File: src/rtl/vga_timing_pkg.sv
// Shared raster timing defaults and the line/frame phase encoding.
// Latency: n/a (constants and a pure decode function).
// Backpressure: n/a.
package vga_timing_pkg;

    localparam int CNT_W          = 10;
    localparam int CNT_MAX_TOTAL  = 1 << CNT_W;

    localparam int DEF_H_ACTIVE   = 640;
    localparam int DEF_H_FP       = 16;
    localparam int DEF_H_SYNC     = 96;
    localparam int DEF_H_BP       = 48;
    localparam int DEF_V_ACTIVE   = 480;
    localparam int DEF_V_FP       = 10;
    localparam int DEF_V_SYNC     = 2;
    localparam int DEF_V_BP       = 33;
    localparam int DEF_CLK_DIV    = 4;
    localparam logic DEF_SYNC_POL = 1'b0;

    typedef logic [CNT_W-1:0] cnt_t;
    // One bit wider than a coordinate so a phase boundary of 1024 is representable.
    typedef logic [CNT_W:0]   bound_t;

    typedef enum logic [1:0] {
        PH_ACTIVE = 2'd0,
        PH_FP     = 2'd1,
        PH_SYNC   = 2'd2,
        PH_BP     = 2'd3
    } phase_t;

    // Boundaries are cumulative: end of active, end of front porch, end of sync.
    function automatic phase_t decode_phase(
        input cnt_t   pos,
        input bound_t act_end,
        input bound_t fp_end,
        input bound_t sync_end
    );
        bound_t p;
        phase_t ph;
        p = {1'b0, pos};
        if (p < act_end) begin
            ph = PH_ACTIVE;
        end else if (p < fp_end) begin
            ph = PH_FP;
        end else if (p < sync_end) begin
            ph = PH_SYNC;
        end else begin
            ph = PH_BP;
        end
        return ph;
    endfunction

endpackage

File: src/rtl/pixel_tick_div.sv
// Clock divider producing one pix_tick per CLK_DIV clk cycles.
// Latency: pix_tick decoded combinationally from the divider register.
// Backpressure: none; free-running.
module pixel_tick_div #(
    parameter int CLK_DIV = 4
) (
    input  logic clk,
    input  logic rst_n,
    output logic pix_tick
);

    localparam int DW = (CLK_DIV > 1) ? $clog2(CLK_DIV) : 1;
    localparam logic [DW-1:0] DIV_LAST = DW'(CLK_DIV - 1);

    logic [DW-1:0] div;

    if (CLK_DIV < 1) begin : g_div_err
        $error("pixel_tick_div: CLK_DIV must be >= 1");
    end

    always_ff @(posedge clk or negedge rst_n) begin
        if (!rst_n) begin
            div <= '0;
        end else if (div == DIV_LAST) begin
            div <= '0;
        end else begin
            div <= div + DW'(1);
        end
    end

    // With CLK_DIV=1 div never leaves 0, so the tick is permanently high.
    assign pix_tick = (div == DIV_LAST);

endmodule

File: src/rtl/vga_timing_gen.sv
// VGA raster timing: h/v counters, phase decode, sync/valid/strobe outputs.
// Latency: every output lags the internal counters by exactly 1 clk.
// Backpressure: none; free-running, consumers qualify with valid.
module vga_timing_gen
    import vga_timing_pkg::*;
#(
    parameter int   H_ACTIVE = DEF_H_ACTIVE,
    parameter int   H_FP     = DEF_H_FP,
    parameter int   H_SYNC   = DEF_H_SYNC,
    parameter int   H_BP     = DEF_H_BP,
    parameter int   V_ACTIVE = DEF_V_ACTIVE,
    parameter int   V_FP     = DEF_V_FP,
    parameter int   V_SYNC   = DEF_V_SYNC,
    parameter int   V_BP     = DEF_V_BP,
    parameter int   CLK_DIV  = DEF_CLK_DIV,
    parameter logic SYNC_POL = DEF_SYNC_POL
) (
    input  logic             clk,
    input  logic             rst_n,
    output logic [CNT_W-1:0] h_cnt,
    output logic [CNT_W-1:0] v_cnt,
    output logic             valid,
    output logic             hsync,
    output logic             vsync,
    output logic             pix_tick,
    output logic             line_start,
    output logic             frame_start
);

    localparam int H_TOTAL = H_ACTIVE + H_FP + H_SYNC + H_BP;
    localparam int V_TOTAL = V_ACTIVE + V_FP + V_SYNC + V_BP;

    localparam cnt_t   H_LAST     = cnt_t'(H_TOTAL - 1);
    localparam cnt_t   V_LAST     = cnt_t'(V_TOTAL - 1);
    localparam bound_t H_ACT_END  = bound_t'(H_ACTIVE);
    localparam bound_t H_FP_END   = bound_t'(H_ACTIVE + H_FP);
    localparam bound_t H_SYNC_END = bound_t'(H_ACTIVE + H_FP + H_SYNC);
    localparam bound_t V_ACT_END  = bound_t'(V_ACTIVE);
    localparam bound_t V_FP_END   = bound_t'(V_ACTIVE + V_FP);
    localparam bound_t V_SYNC_END = bound_t'(V_ACTIVE + V_FP + V_SYNC);

    localparam logic SYNC_ON  = SYNC_POL;
    localparam logic SYNC_OFF = ~SYNC_POL;

    if (H_TOTAL > CNT_MAX_TOTAL) begin : g_h_total_err
        $error("vga_timing_gen: H_TOTAL exceeds the 10-bit counter range");
    end
    if (V_TOTAL > CNT_MAX_TOTAL) begin : g_v_total_err
        $error("vga_timing_gen: V_TOTAL exceeds the 10-bit counter range");
    end
    if (H_ACTIVE < 1 || V_ACTIVE < 1 || H_SYNC < 1 || V_SYNC < 1) begin : g_phase_err
        $error("vga_timing_gen: active and sync widths must be non-zero");
    end
    if (CLK_DIV < 1) begin : g_div_err
        $error("vga_timing_gen: CLK_DIV must be >= 1");
    end

    logic   tick;
    logic   new_px;
    cnt_t   h;
    cnt_t   v;
    phase_t h_ph;
    phase_t v_ph;

    pixel_tick_div #(
        .CLK_DIV (CLK_DIV)
    ) u_div (
        .clk      (clk),
        .rst_n    (rst_n),
        .pix_tick (tick)
    );

    always_comb begin
        h_ph = decode_phase(h, H_ACT_END, H_FP_END, H_SYNC_END);
        v_ph = decode_phase(v, V_ACT_END, V_FP_END, V_SYNC_END);
    end

    always_ff @(posedge clk or negedge rst_n) begin
        if (!rst_n) begin
            h           <= '0;
            v           <= '0;
            // The first cycle after release opens pixel (0,0), so it counts as a fresh pixel.
            new_px      <= 1'b1;
            h_cnt       <= '0;
            v_cnt       <= '0;
            valid       <= 1'b0;
            hsync       <= SYNC_OFF;
            vsync       <= SYNC_OFF;
            pix_tick    <= 1'b0;
            line_start  <= 1'b0;
            frame_start <= 1'b0;
        end else begin
            if (tick) begin
                if (h == H_LAST) begin
                    h <= '0;
                    v <= (v == V_LAST) ? '0 : v + cnt_t'(1);
                end else begin
                    h <= h + cnt_t'(1);
                end
            end
            // Marks the first clk of each pixel period so strobes are not stretched.
            new_px      <= tick;
            h_cnt       <= h;
            v_cnt       <= v;
            valid       <= (h_ph == PH_ACTIVE) && (v_ph == PH_ACTIVE);
            hsync       <= (h_ph == PH_SYNC) ? SYNC_ON : SYNC_OFF;
            vsync       <= (v_ph == PH_SYNC) ? SYNC_ON : SYNC_OFF;
            pix_tick    <= tick;
            line_start  <= new_px && (h == '0);
            frame_start <= new_px && (h == '0) && (v == '0);
        end
    end

endmodule

File: config.mk
export PLATFORM = sky130hd
export DESIGN_NAME = vga_timing_gen
export DESIGN_NICKNAME = d
export VERILOG_FILES = /design/src/rtl/vga_timing_pkg.sv /design/src/rtl/pixel_tick_div.sv /design/src/rtl/vga_timing_gen.sv
export SDC_FILE = /design/constraint.sdc
export NUM_CORES = 1
export LEC_CHECK = 0
export CORE_MARGIN = 4
export CORE_UTILIZATION = 47
export DETAILED_ROUTE_END_ITERATION = 16
export PLACE_DENSITY = 0.77
export SLEW_MARGIN = 5
export SYNTH_ARGS = -nofsm -noshare
export SYNTH_HDL_FRONTEND = slang
export SYNTH_SLANG_ARGS = --single-unit
File: constraint.sdc
create_clock -name clk -period 2.5 [get_ports clk]
set_input_delay 0.5 -clock clk [delete_from_list [all_inputs] [get_ports clk]]
set_output_delay 0.5 -clock clk [all_outputs]
set_load 0.005 [all_outputs]
==> flow_metrics.tcl <==
set metrics [dict create \
    cts_buffers 5 \
    die_w_um 71.7 \
    rows 22 \
    p_leak_uw 0.00106 \
    worstSetupEndpointType "register" \
    place.detailed.instances 228 \
    cts_max_level 2 \
    final_cells 236 \
    hpwlAfterDp_um 2410 \
    crit_fanout 11 \
    fin_nets 194 \
    place_congestion 0.830 \
    firstDrtPassIters 4 \
    netlist_top_cells_count "dfrtp_1, nand2_1, o21ai_0, nor2_1, nand3_1" \
    startpoint_type "register" \
    hold_ws_ns 0.188 \
    worstSetupPathType "reg2reg" \
    cts_sinks 49 \
    finalMaxSlewViolations 0 \
    fill_cells 294 \
    yosys.area.top_type "dfrtp_1" \
    fin_setup_tns_ns 0 \
    syn_avg_cell_area_um2 12.3 \
    insertion_delay_ns 0.30 \
    grt_max_degree 27 \
    diodes 0 \
    grt_pass1_wl_um 5870 \
    start_util_pct 50.3 \
    wl_per_cell_um 14.4 \
    synth_fp_nets 162 \
    synth_most_common_cell "dfrtp_1" \
    rsz0062_at_grt "false" \
    via_per_inst 5.15 \
    antenna_found_initial 0 \
    drive_gt1_share_pct 11.7 \
    finalHoldViolCount 0 \
    ys_seq_elements 49 \
    fin_skew_ns 0.0101 \
    drc_errors 0 \
    hp-class "in2async" \
    area.growth.synth_to_final_pct 23.0 \
    async_flop_share_pct 100 \
    die_h_um 71.7 \
    dieArea_um2 5150 \
    routed_wirelength_um 3400 \
    synth_top_area_share_pct 60.3 \
    syn_inst 155 \
    period_needed_ns 2.08 \
    synth_edf_count 0 \
    synthFlopType "dfrtp_1" \
    vdd_drop_max_v 0.000375 \
    numPortBuffers 27 \
    fmax_mhz 480 \
    clkTransAtPathRegs_ns 0.09 \
    clockBufferDepth 2 \
    grt_pass1_vias 1266 \
    synthTopCellsByArea "dfrtp_1, dfstp_2, ha_1" \
    hold_buffers 0 \
    initialDrtViolationCount 48 \
    overflow 0 \
    syn-cell-area_um2 1910 \
    drv_cap 0 \
    grt_use_total_pct 14.1 \
    ctsResizeCount 0 \
    cts_tree "built" \
    fin_crit_sh_pct 83.3 \
    cp.arrival_ns 2.29 \
    p_per_area_nw_per_um2 590 \
    multiInputGateArea_um2 628 \
    yosysWarnings 0 \
    synth_cell_type_count 34 \
    setup_viol 0 \
    top_level_ports 28 \
    yosysSeqAreaShare_pct 64.4 \
    clockRootBuffer "clkbuf_8" \
    vias 1216 \
    ant_nets 0 \
    coreArea_um2 3800 \
    cts_setup_buffers 0 \
    seq_area_um2 1230 \
    slew_headroom_pct 63.2 \
    status "completed" \
    required_ns 2.71 \
    worst_pin_slew_ns 0.544 \
]
==> worst max-delay path: stages (launching register included) <==
cell and delay, ns:
dfrtp_1 0.36, ha_1 0.40, nand4_4 0.19, or4b_4 0.61, or3_1 0.37, o21ai_0 0.07
==> power by group <==
group | internal, uW | total [uW] | switching [uW] | leakage, uW
combinational | 2.59 | 17.1 | 14.5 | 0.000356
clock | 325 | 576 | 251 | 0.0000574
sequential | 792 | 792 | 0 | 0.000644
==> stage by stage <==
step / setup WS (ns) / instance area [um2] / total power (uW) / utilization [%]
final: 0.419 / 2350 / 1390 / 61.8
after global routing: 0.302 / 2350 / 1420 / 61.8
after CTS: 0.420 / 2350 / 1390 / 61.8
after detailed placement: 0.442 / 2230 / 826 / 58.7
after global placement: 0.555 / 2230 / 825 / 58.7
after floorplan: 0.648 / 1910 / 808 / -
==> cell usage in the layout (no fill, tap or decap) <==
cell             instances
buf_4                    3
bufinv_16                1
and2_1                   1
or2_2                    2
and4b_1                  1
inv_1                    6
nor2b_1                  1
nand4_1                  4
nor3_2                   1
and3_1                   4
o31ai_1                  3
nor3_1                   2
clkbuf_8                 6
or4_1                    1
and4_1                   2
a21oi_1                  2
clkdlybuf4s50_1         26
mux2i_1                  2
nor4b_2                  1
buf_2                    1
nand4_4                  1
nand3_1                  9
o21ai_0                 12
nor3_4                   1
nor4b_1                  2
or3_1                    3
nor2_1                  10
clkinvlp_4               1
or4b_4                   1
a2bb2oi_1                1
xnor2_1                  2
xor2_1                   6
a31oi_1                  1
dfstp_2                  3
nand2_1                 14
dfrtp_1                 46
ha_1                     5
==> state kept, by name (all words and copies together) (netlist names) <==
register	flops
frame_start	1
h	10
h_cnt	10
hsync	1
line_start	1
new_px	1
pix_tick	1
u_div.div	2
v	10
v_cnt	10
valid	1
vsync	1
==> metal layers <==
layer	wire [um]	track usage, %
met2	1700	21.7
met5	0	0
met3	143	3.93
met4	25	4.38
met1	1530	19.5
==> worst paths after layout <==
check	start	to	slack [ns]	cells after the start
max	u_div.div[0]	v[3]	0.42	5
min	rst_n	h[4]	0.19	1
max reg2reg	u_div.div[0]	v[3]	0.42	5
min reg2reg	h[0]	h_cnt[0]	0.44	0
max in group asynchronous	rst_n	new_px	1.64	2
min in group clk	h[0]	h_cnt[0]	0.44	0
==> logic make-up (layout without fill, tap and decap cells) <==
| kind of cell | count (synthesis) | in the layout | share of synthesized area, % |
|---|---|---|---|
| xor gates and xnor gates | 8 | 8 | 3.67 |
| DFF | 49 | 49 | 64.4 |
| muxes | 2 | 2 | 1.05 |
| AOI/OAI and AO/OA | 19 | 19 | 5.64 |
| adders and majority gates | 5 | 5 | 3.28 |
| buffers and inverters | 11 | 44 | 2.69 |
| and+or+nand+nor | 61 | 61 | 19.3 |
==> area by class of cell <==
cell class / instances / share of cell area, %
Clock buffer: 6 / 3.52
Clock inverter: 2 / 1.60
Inverter: 6 / 0.959
Multi-Input combinational cell: 95 / 26.7
Sequential cell: 49 / 52.4
Tap cell: 48 / 2.56
Timing Repair Buffer: 30 / 12.3
(Power assumes the default switching activity.)
